`src/rtl/sdram_stream_unpacker_pkg.sv`:
```
// Shared types and helpers for the SDRAM stream unpacker and its FIFO.
package sdram_stream_pkg;

  typedef enum logic [2:0] {
    IDLE,
    WAIT_SPACE,
    READ,
    UNPACK,
    DRAIN_ABORT,
    DONE
  } state_t;

  typedef enum logic {
    MODE_ELEM   = 1'b0,
    MODE_WORD32 = 1'b1
  } mode_t;

  // Number of elements carried by one bridge word in the given mode.
  function automatic int unsigned elems_per_word(mode_t mode,
                                                 int unsigned iface_w = 128,
                                                 int unsigned elem_w  = 8);
    if (mode == MODE_WORD32) return iface_w / 32;
    else                     return iface_w / elem_w;
  endfunction

endpackage

```
`src/rtl/sdram_stream_unpacker_stream_fifo.sv`:
```
// Synchronous first-word-fall-through FIFO with flush and occupancy level.
// The head entry is visible on pop_data whenever empty is low.
module stream_fifo #(
  parameter int WIDTH = 32,
  parameter int DEPTH = 64
) (
  input  logic                       clk,
  input  logic                       reset,
  input  logic                       flush,
  input  logic                       push,
  input  logic [WIDTH-1:0]           push_data,
  input  logic                       pop,
  output logic [WIDTH-1:0]           pop_data,
  output logic [$clog2(DEPTH):0]     level,
  output logic                       empty,
  output logic                       full
);
  localparam int AW = $clog2(DEPTH);
  localparam int LW = AW + 1;

  logic [WIDTH-1:0] mem [DEPTH];
  logic [AW-1:0]    wr_ptr;
  logic [AW-1:0]    rd_ptr;
  logic [LW-1:0]    count;
  logic             do_push;
  logic             do_pop;

  assign empty    = (count == '0);
  assign full     = (count == LW'(DEPTH));
  assign do_pop   = pop & ~empty;
  // A push into a full FIFO is accepted only when a pop frees a slot in the same cycle.
  assign do_push  = push & (~full | do_pop);
  assign level    = count;
  assign pop_data = empty ? '0 : mem[rd_ptr];

  // Pointer and occupancy bookkeeping; flush empties the FIFO in one cycle.
  always_ff @(posedge clk) begin
    if (reset || flush) begin
      wr_ptr <= '0;
      rd_ptr <= '0;
      count  <= '0;
    end else begin
      if (do_push) wr_ptr <= wr_ptr + AW'(1);
      if (do_pop)  rd_ptr <= rd_ptr + AW'(1);
      case ({do_push, do_pop})
        2'b10:   count <= count + LW'(1);
        2'b01:   count <= count - LW'(1);
        default: count <= count;
      endcase
    end
  end

  // Storage array; contents need no reset because pointers define validity.
  always_ff @(posedge clk) begin
    if (do_push) mem[wr_ptr] <= push_data;
  end

endmodule

```
`src/rtl/sdram_stream_unpacker.sv`:
```
// Fetches a run of bridge words from SDRAM, splits each word LSB-first into
// pixel or 32-bit elements, and streams them out through an element FIFO.
module sdram_stream_unpacker
  import sdram_stream_pkg::*;
#(
  parameter int INTERFACE_WIDTH_BITS = 128,
  parameter int INTERFACE_ADDR_BITS  = 26,
  parameter int ELEM_WIDTH           = 8,
  parameter int FIFO_DEPTH           = 64,
  parameter int COUNT_BITS           = 16
) (
  input  logic                                clk,
  input  logic                                reset,
  input  logic                                start,
  input  logic [INTERFACE_ADDR_BITS-1:0]      base_address,
  input  logic [COUNT_BITS-1:0]               num_words,
  input  logic                                mode,
  input  logic                                abort,
  output logic [INTERFACE_ADDR_BITS-1:0]      interface_address,
  output logic [INTERFACE_WIDTH_BITS/8-1:0]   interface_byte_enable,
  output logic                                interface_read,
  input  logic [INTERFACE_WIDTH_BITS-1:0]     interface_read_data,
  input  logic                                interface_acknowledge,
  output logic [31:0]                         out_data,
  output logic                                out_valid,
  input  logic                                out_ready,
  output logic [$clog2(FIFO_DEPTH):0]         fifo_level,
  output logic                                busy,
  output logic                                done
);
  localparam int LVL_W  = $clog2(FIFO_DEPTH) + 1;
  localparam int FREE_W = LVL_W + 1;
  localparam int E_MAX  = INTERFACE_WIDTH_BITS / ELEM_WIDTH;
  localparam int E_32   = INTERFACE_WIDTH_BITS / 32;
  localparam int IDX_W  = (E_MAX > 1) ? $clog2(E_MAX) : 1;
  localparam int BYTES  = INTERFACE_WIDTH_BITS / 8;

  state_t                          state_q, state_d;
  logic [INTERFACE_ADDR_BITS-1:0]  addr_q;
  logic [COUNT_BITS-1:0]           words_left_q;
  mode_t                           mode_q;
  logic [IDX_W-1:0]                idx_q;
  logic [INTERFACE_WIDTH_BITS-1:0] word_q;

  logic                  load_run;
  logic                  capture;
  logic                  word_done;
  logic                  fifo_push;
  logic                  fifo_flush;
  logic                  fifo_empty;
  logic                  fifo_full;
  logic                  pop_fire;
  logic                  space_ok;
  logic                  last_elem;
  logic [31:0]           e_cur;
  logic [FREE_W-1:0]     free_space;
  logic [ELEM_WIDTH-1:0] lane_narrow;
  logic [31:0]           lane_word;
  logic [31:0]           elem;

  assign interface_address     = addr_q;
  assign interface_byte_enable = '1;
  assign interface_read        = (state_q == READ) || (state_q == DRAIN_ABORT);
  assign busy                  = (state_q != IDLE);
  assign done                  = (state_q == DONE) && !abort;
  assign out_valid             = ~fifo_empty;
  assign pop_fire              = out_ready & out_valid;

  // Space check counts a pop happening this cycle so a read can be issued as soon as room appears.
  always_comb begin
    e_cur      = elems_per_word(mode_q, INTERFACE_WIDTH_BITS, ELEM_WIDTH);
    free_space = FREE_W'(FIFO_DEPTH) - {1'b0, fifo_level} + FREE_W'(pop_fire);
    space_ok   = 32'(free_space) >= e_cur;
    last_elem  = 32'(idx_q) == (e_cur - 32'd1);
  end

  // Select element idx_q of the captured word, zero-extending narrow pixels.
  always_comb begin
    lane_narrow = '0;
    lane_word   = '0;
    for (int i = 0; i < E_MAX; i++) begin
      if (idx_q == IDX_W'(i)) lane_narrow = word_q[i*ELEM_WIDTH +: ELEM_WIDTH];
    end
    for (int i = 0; i < E_32; i++) begin
      if (idx_q == IDX_W'(i)) lane_word = word_q[i*32 +: 32];
    end
    elem = (mode_q == MODE_WORD32) ? lane_word : 32'(lane_narrow);
  end

  // Next-state and per-cycle control; abort takes priority over every other request.
  always_comb begin
    state_d    = state_q;
    load_run   = 1'b0;
    capture    = 1'b0;
    word_done  = 1'b0;
    fifo_push  = 1'b0;
    fifo_flush = 1'b0;
    case (state_q)
      IDLE: begin
        if (abort) begin
          fifo_flush = 1'b1;
        end else if (start) begin
          if (num_words != '0) begin
            load_run = 1'b1;
            state_d  = WAIT_SPACE;
          end else begin
            state_d  = DONE;
          end
        end
      end
      WAIT_SPACE: begin
        if (abort) begin
          fifo_flush = 1'b1;
          state_d    = IDLE;
        end else if (space_ok) begin
          state_d    = READ;
        end
      end
      READ: begin
        if (abort) begin
          fifo_flush = 1'b1;
          // An ack in the abort cycle already completes the bridge transfer.
          state_d    = interface_acknowledge ? IDLE : DRAIN_ABORT;
        end else if (interface_acknowledge) begin
          capture    = 1'b1;
          state_d    = UNPACK;
        end
      end
      UNPACK: begin
        if (abort) begin
          fifo_flush = 1'b1;
          state_d    = IDLE;
        end else if (~fifo_full | pop_fire) begin
          fifo_push = 1'b1;
          if (last_elem) begin
            word_done = 1'b1;
            state_d   = (words_left_q == COUNT_BITS'(1)) ? DONE : WAIT_SPACE;
          end
        end
      end
      DRAIN_ABORT: begin
        if (interface_acknowledge) begin
          fifo_flush = 1'b1;
          state_d    = IDLE;
        end
      end
      DONE: begin
        if (abort) fifo_flush = 1'b1;
        state_d = IDLE;
      end
      default: state_d = IDLE;
    endcase
  end

  // State register.
  always_ff @(posedge clk) begin
    if (reset) state_q <= IDLE;
    else       state_q <= state_d;
  end

  // Run bookkeeping: address, remaining word count, element mode and element index.
  always_ff @(posedge clk) begin
    if (reset) begin
      addr_q       <= '0;
      words_left_q <= '0;
      mode_q       <= MODE_ELEM;
      idx_q        <= '0;
    end else begin
      if (load_run) begin
        addr_q       <= base_address;
        words_left_q <= num_words;
        mode_q       <= mode_t'(mode);
      end
      if (capture) begin
        idx_q <= '0;
      end else if (fifo_push) begin
        idx_q <= last_elem ? '0 : idx_q + IDX_W'(1);
      end
      if (word_done) begin
        words_left_q <= words_left_q - COUNT_BITS'(1);
        addr_q       <= addr_q + INTERFACE_ADDR_BITS'(BYTES);
      end
    end
  end

  // Word register loaded on the acknowledge cycle of a normal read.
  always_ff @(posedge clk) begin
    if (capture) word_q <= interface_read_data;
  end

  stream_fifo #(
    .WIDTH (32),
    .DEPTH (FIFO_DEPTH)
  ) u_fifo (
    .clk       (clk),
    .reset     (reset),
    .flush     (fifo_flush),
    .push      (fifo_push),
    .push_data (elem),
    .pop       (out_ready),
    .pop_data  (out_data),
    .level     (fifo_level),
    .empty     (fifo_empty),
    .full      (fifo_full)
  );

endmodule
```
`config.mk`:
```
export PLATFORM = sky130hd
export DESIGN_NAME = sdram_stream_unpacker
export DESIGN_NICKNAME = d
export VERILOG_FILES = /design/src/rtl/sdram_stream_unpacker_pkg.sv /design/src/rtl/sdram_stream_unpacker_stream_fifo.sv /design/src/rtl/sdram_stream_unpacker.sv
export SDC_FILE = /design/constraint.sdc
export NUM_CORES = 2
export LEC_CHECK = 0
export BUFFER_PORTS_ARGS = -buffer_cell sky130_fd_sc_hd__buf_2
export CAP_MARGIN = 30
export CORE_UTILIZATION = 40
export CTS_CLUSTER_DIAMETER = 150
export DETAILED_ROUTE_END_ITERATION = 8
export PLACE_DENSITY = 0.57
export SLEW_MARGIN = 20
export SYNTH_ARGS = -nofsm -noshare
export SYNTH_HDL_FRONTEND = slang
export SYNTH_HIERARCHICAL = 1
export SYNTH_SLANG_ARGS = --single-unit
export TNS_END_PERCENT = 100
```
`constraint.sdc`:
```
create_clock -name clk -period 16.8 [get_ports clk]
set_input_delay 1.68 -clock clk [delete_from_list [all_inputs] [get_ports clk]]
set_output_delay 1.68 -clock clk [all_outputs]
set_load 0.005 [all_outputs]
```
==> impl_metrics.csv <==
group,metric,value,unit
layout,drive_gt1_frac,0.2895,
routing,vias,45970,
synth,synth-edff-count,2176,
layout,post-route-util,0.4624,
synth,synthArstFlopShare,0,
clock_network,cts-resized-gates,0,
hold_path,worstHoldEndpoint,"interface_address[2]",
routing,wl,242200,microns
grt,grt_max_degree,115,
timing,setup_violations,0,
timing,grt_setup_unrepaired,"no",
clock_network,cts_buffers,221,
setup_path,crit_path_max_fanout,88,
setup_path,r2r-end,"u_fifo/mem[62][23]",
timing,slew_violations,0,
synth,yosys-top-cells-area,"edfxtp_1 73%, mux4_2 14%, dfxtp_1 1.7%, mux2i_1 1.4%, a22oi_1 0.67%",
clock_network,holdBufCountCts,0,
routing,routedWlPerCell,30.75,microns
hold_path,holdPathStages,2,
hold_path,hold_class,"reg -> reg",
die,coreArea,220600,sq um
routing,ant_nets,0,
grt,grtUsageTotal,0.2156,
grt,globalRoute.totalOverflow,0,
setup_path,arrival,5.95,ns
setup_path,cp.required,15.12,ns
die,die_area,224700,sq um
placement,gp_congestion,0.8892,
setup_path,reg2reg_from,"u_fifo/level[3]",
layout,areaGrowthSynthToFinish,14.43,%
synth,syn_area,89140,sq um
timing,hold_ws,0.4589,ns
grt,grt_pass1_vias,45920,
timing,relSlewSlack,0.3356,
layout,final_nets,4924,
placement,portBuffers,245,
clock_network,post-cts-setup-buffer-count,0,
routing,drc,3,
grt,antenna_found_initial,7,
synth,synth-seq-area-share,0.7499,
job,maxCapViolations,0,
timing,setup-tns-final,0,ns
clock_network,cts_root_buf,"clkbuf_16",
grt,grt_pass1_wl,344200,microns
synth,synth-seq-cells,2251,
clock_network,clkTransAtPathRegs,0.06,ns
run_status,violations,"DRC",
setup_path,reg2reg_slack,11.91,ns
run_status,outcome,"complete, but fails checks",
synth,synthCells,4354,
routing,dr.pass1.iters,9,
setup_path,crit_type,"reg -> out",
placement,dp_hpwl,132600,microns
timing,fmax,131.0,MHz
hold_path,hold_start,"interface_address[2]",
routing,drtIter0Drc,5215,
clock_network,clock_latency,0.87,ns
die,row_count,172,
timing,fin_crit,7.634,ns
timing,final_hold_viol_count,0,
setup_path,cp-start-kind,"flip-flop",
die,start_util,0.4041,
power_and_ir_drop,peakVddDrop,0.09005,mV
die,die_h,474.1,microns
die,die_x,474.1,microns
synth,synth.avg_cell_area,20.47,sq um
clock_network,cts_tree,"yes",
die,io_pins,262,
synth,yosysWarnings,6,
synth,yosysTopAreaCellShare,0.7330,
synth,yosysUniqueCellTypes,82,
clock_network,cts-htree-levels,4,
timing,finalCritPeriodShare,0.4544,
clock_network,cts_sinks,2251,
timing,tightest_slew,0.9942,ns
power_and_ir_drop,leakage,33.53,nW
setup_path,end_kind,"output pin",
synth,ys.flop_type,"edfxtp_1",
routing,vias_per_cell,5.837,
timing,skew,0.04042,ns
synth,yosys.area.top_type,"edfxtp_1",
power_and_ir_drop,p_per_area,109.1,nW/um^2
clock_network,cts_buffer_depth,3,
setup_path,rr_worst_depth,11,
critical path, cell delays in order (launching register included):
cell and delay [ns]:
dfxtp_4 0.83, buf_12 0.62, buf_4 0.74, buf_4 0.75
mux4_2 0.59, nor2b_1 0.15, a211oi_1 0.28, a21oi_1 0.10
a22oi_1 0.50, nand2_1 0.14, buf_2 0.16
cell type report:
type / instances / area (sq um)
clock buffers: 268 / 5792
inverters: 41 / 153.9
repair buffers: 402 / 2552
well taps: 2958 / 3701
diodes: 2 / 5.005
flip-flops and latches: 2251 / 66860
clock inverters: 142 / 1247
multi-input cells: 1811 / 21700
fillers: 18460 / 118600
report_power, final:
| group | leakage (nW) | switching [mW] | internal (mW) | total, mW |
|---|---|---|---|---|
| Combinational | 7.37 | 0.0969 | 0.0397 | 0.137 |
| Clock | 3.45 | 2.12 | 2.74 | 4.86 |
| Sequential | 22.7 | 0.00883 | 6.12 | 6.13 |
| Total | 33.5 | 2.23 | 8.90 | 11.1 |
metal layers:
layer	vias up	wire length [microns]	track usage
met2	1808	121800	0.3636
li1	18990	-	-
met5	-	11	0
met3	315	14690	0.02858
met4	2	5464	0.05421
met1	24850	100200	0.2954
metrics by stage:
stage	total power, mW	setup WS (ns)	std cells	cell area, sq um
final	11.13	9.166	7875	102000
after global routing	11.41	8.628	7873	102000
after CTS	11.20	8.923	7870	101900
after detailed placement	6.386	9.891	7460	94880
after global placement	6.381	9.890	7456	94830
after floorplan	6.317	1.826	4369	89200
sequential cells by signal, summed over array words and instances (netlist names), 4 cells and up, named ones only:
register / flops
words_left_q: 16
interface_address: 26
u_fifo/wr_ptr: 6
word_q: 128
u_fifo/mem: 2048
u_fifo/rd_ptr: 6
u_fifo/level: 7
idx_q: 4
logic make-up after synthesis:
| family | Yosys count | share of synthesized area |
|---|---|---|
| buffers and inverters | 307 | 0.01722 |
| other | 1 | 0.00004207 |
| xor gates and xnor gates | 19 | 0.001867 |
| adders and majority gates | 19 | 0.002751 |
| and+or+nand+nor | 562 | 0.03138 |
| muxes | 696 | 0.1577 |
| DFF | 2251 | 0.7499 |
| AOI/OAI and AO/OA | 499 | 0.03922 |
how the worst max path moves through the flow:
stage	end	slack, ns	cells after the start
2_1_floorplan	idx_q[0]	1.83	3
3_3_place_gp	out_data[23]	9.89	10
3_5_place_dp	out_data[23]	9.89	10
4_1_cts	out_data[23]	8.92	10
5_1_grt	out_data[23]	8.63	10
6_report	out_data[23]	9.17	10
Yosys cell counts (all sizes together), types with 14 or more instances:
master,count
mux2i,125
o22ai,27
nor2b,47
or3,46
o211ai,19
a22oi,79
a222oi,24
nand2b,16
a31oi,28
a21oi,114
buf,152
ha,18
nor2,154
edfxtp,2176
mux4,566
a221oi,23
a211oi,43
or2,14
inv,39
nand2,154
o21ai,54
clkbuf,114
nor3,20
dfxtp,75
nand3,36
placed cells by master, fill, tap and decap left out, drive strengths merged, types with 13 or more instances in the layout:
cell type  synthesis  layout
clkinv             2     113
o21ai             54      54
dfxtp             75      75
nand2            154     154
nor2             154     154
a211oi            43      43
bufinv             0      19
edfxtp          2176    2176
ha                18      18
clkbuf           114     268
a222oi            24      24
nor3              20      20
nor2b             47      47
buf              152     402
nand3             36      36
inv               39      48
mux2i            125     125
a31oi             28      28
a22oi             79      79
mux4             566     566
a221oi            23      23
a21oi            114     114
o22ai             27      27
or2               14      14
o211ai            19      19
nand2b            16      16
conb               1      16
nor4              13      13
or3               46      46
No activity file was read; power rests on OpenSTA's default activity.
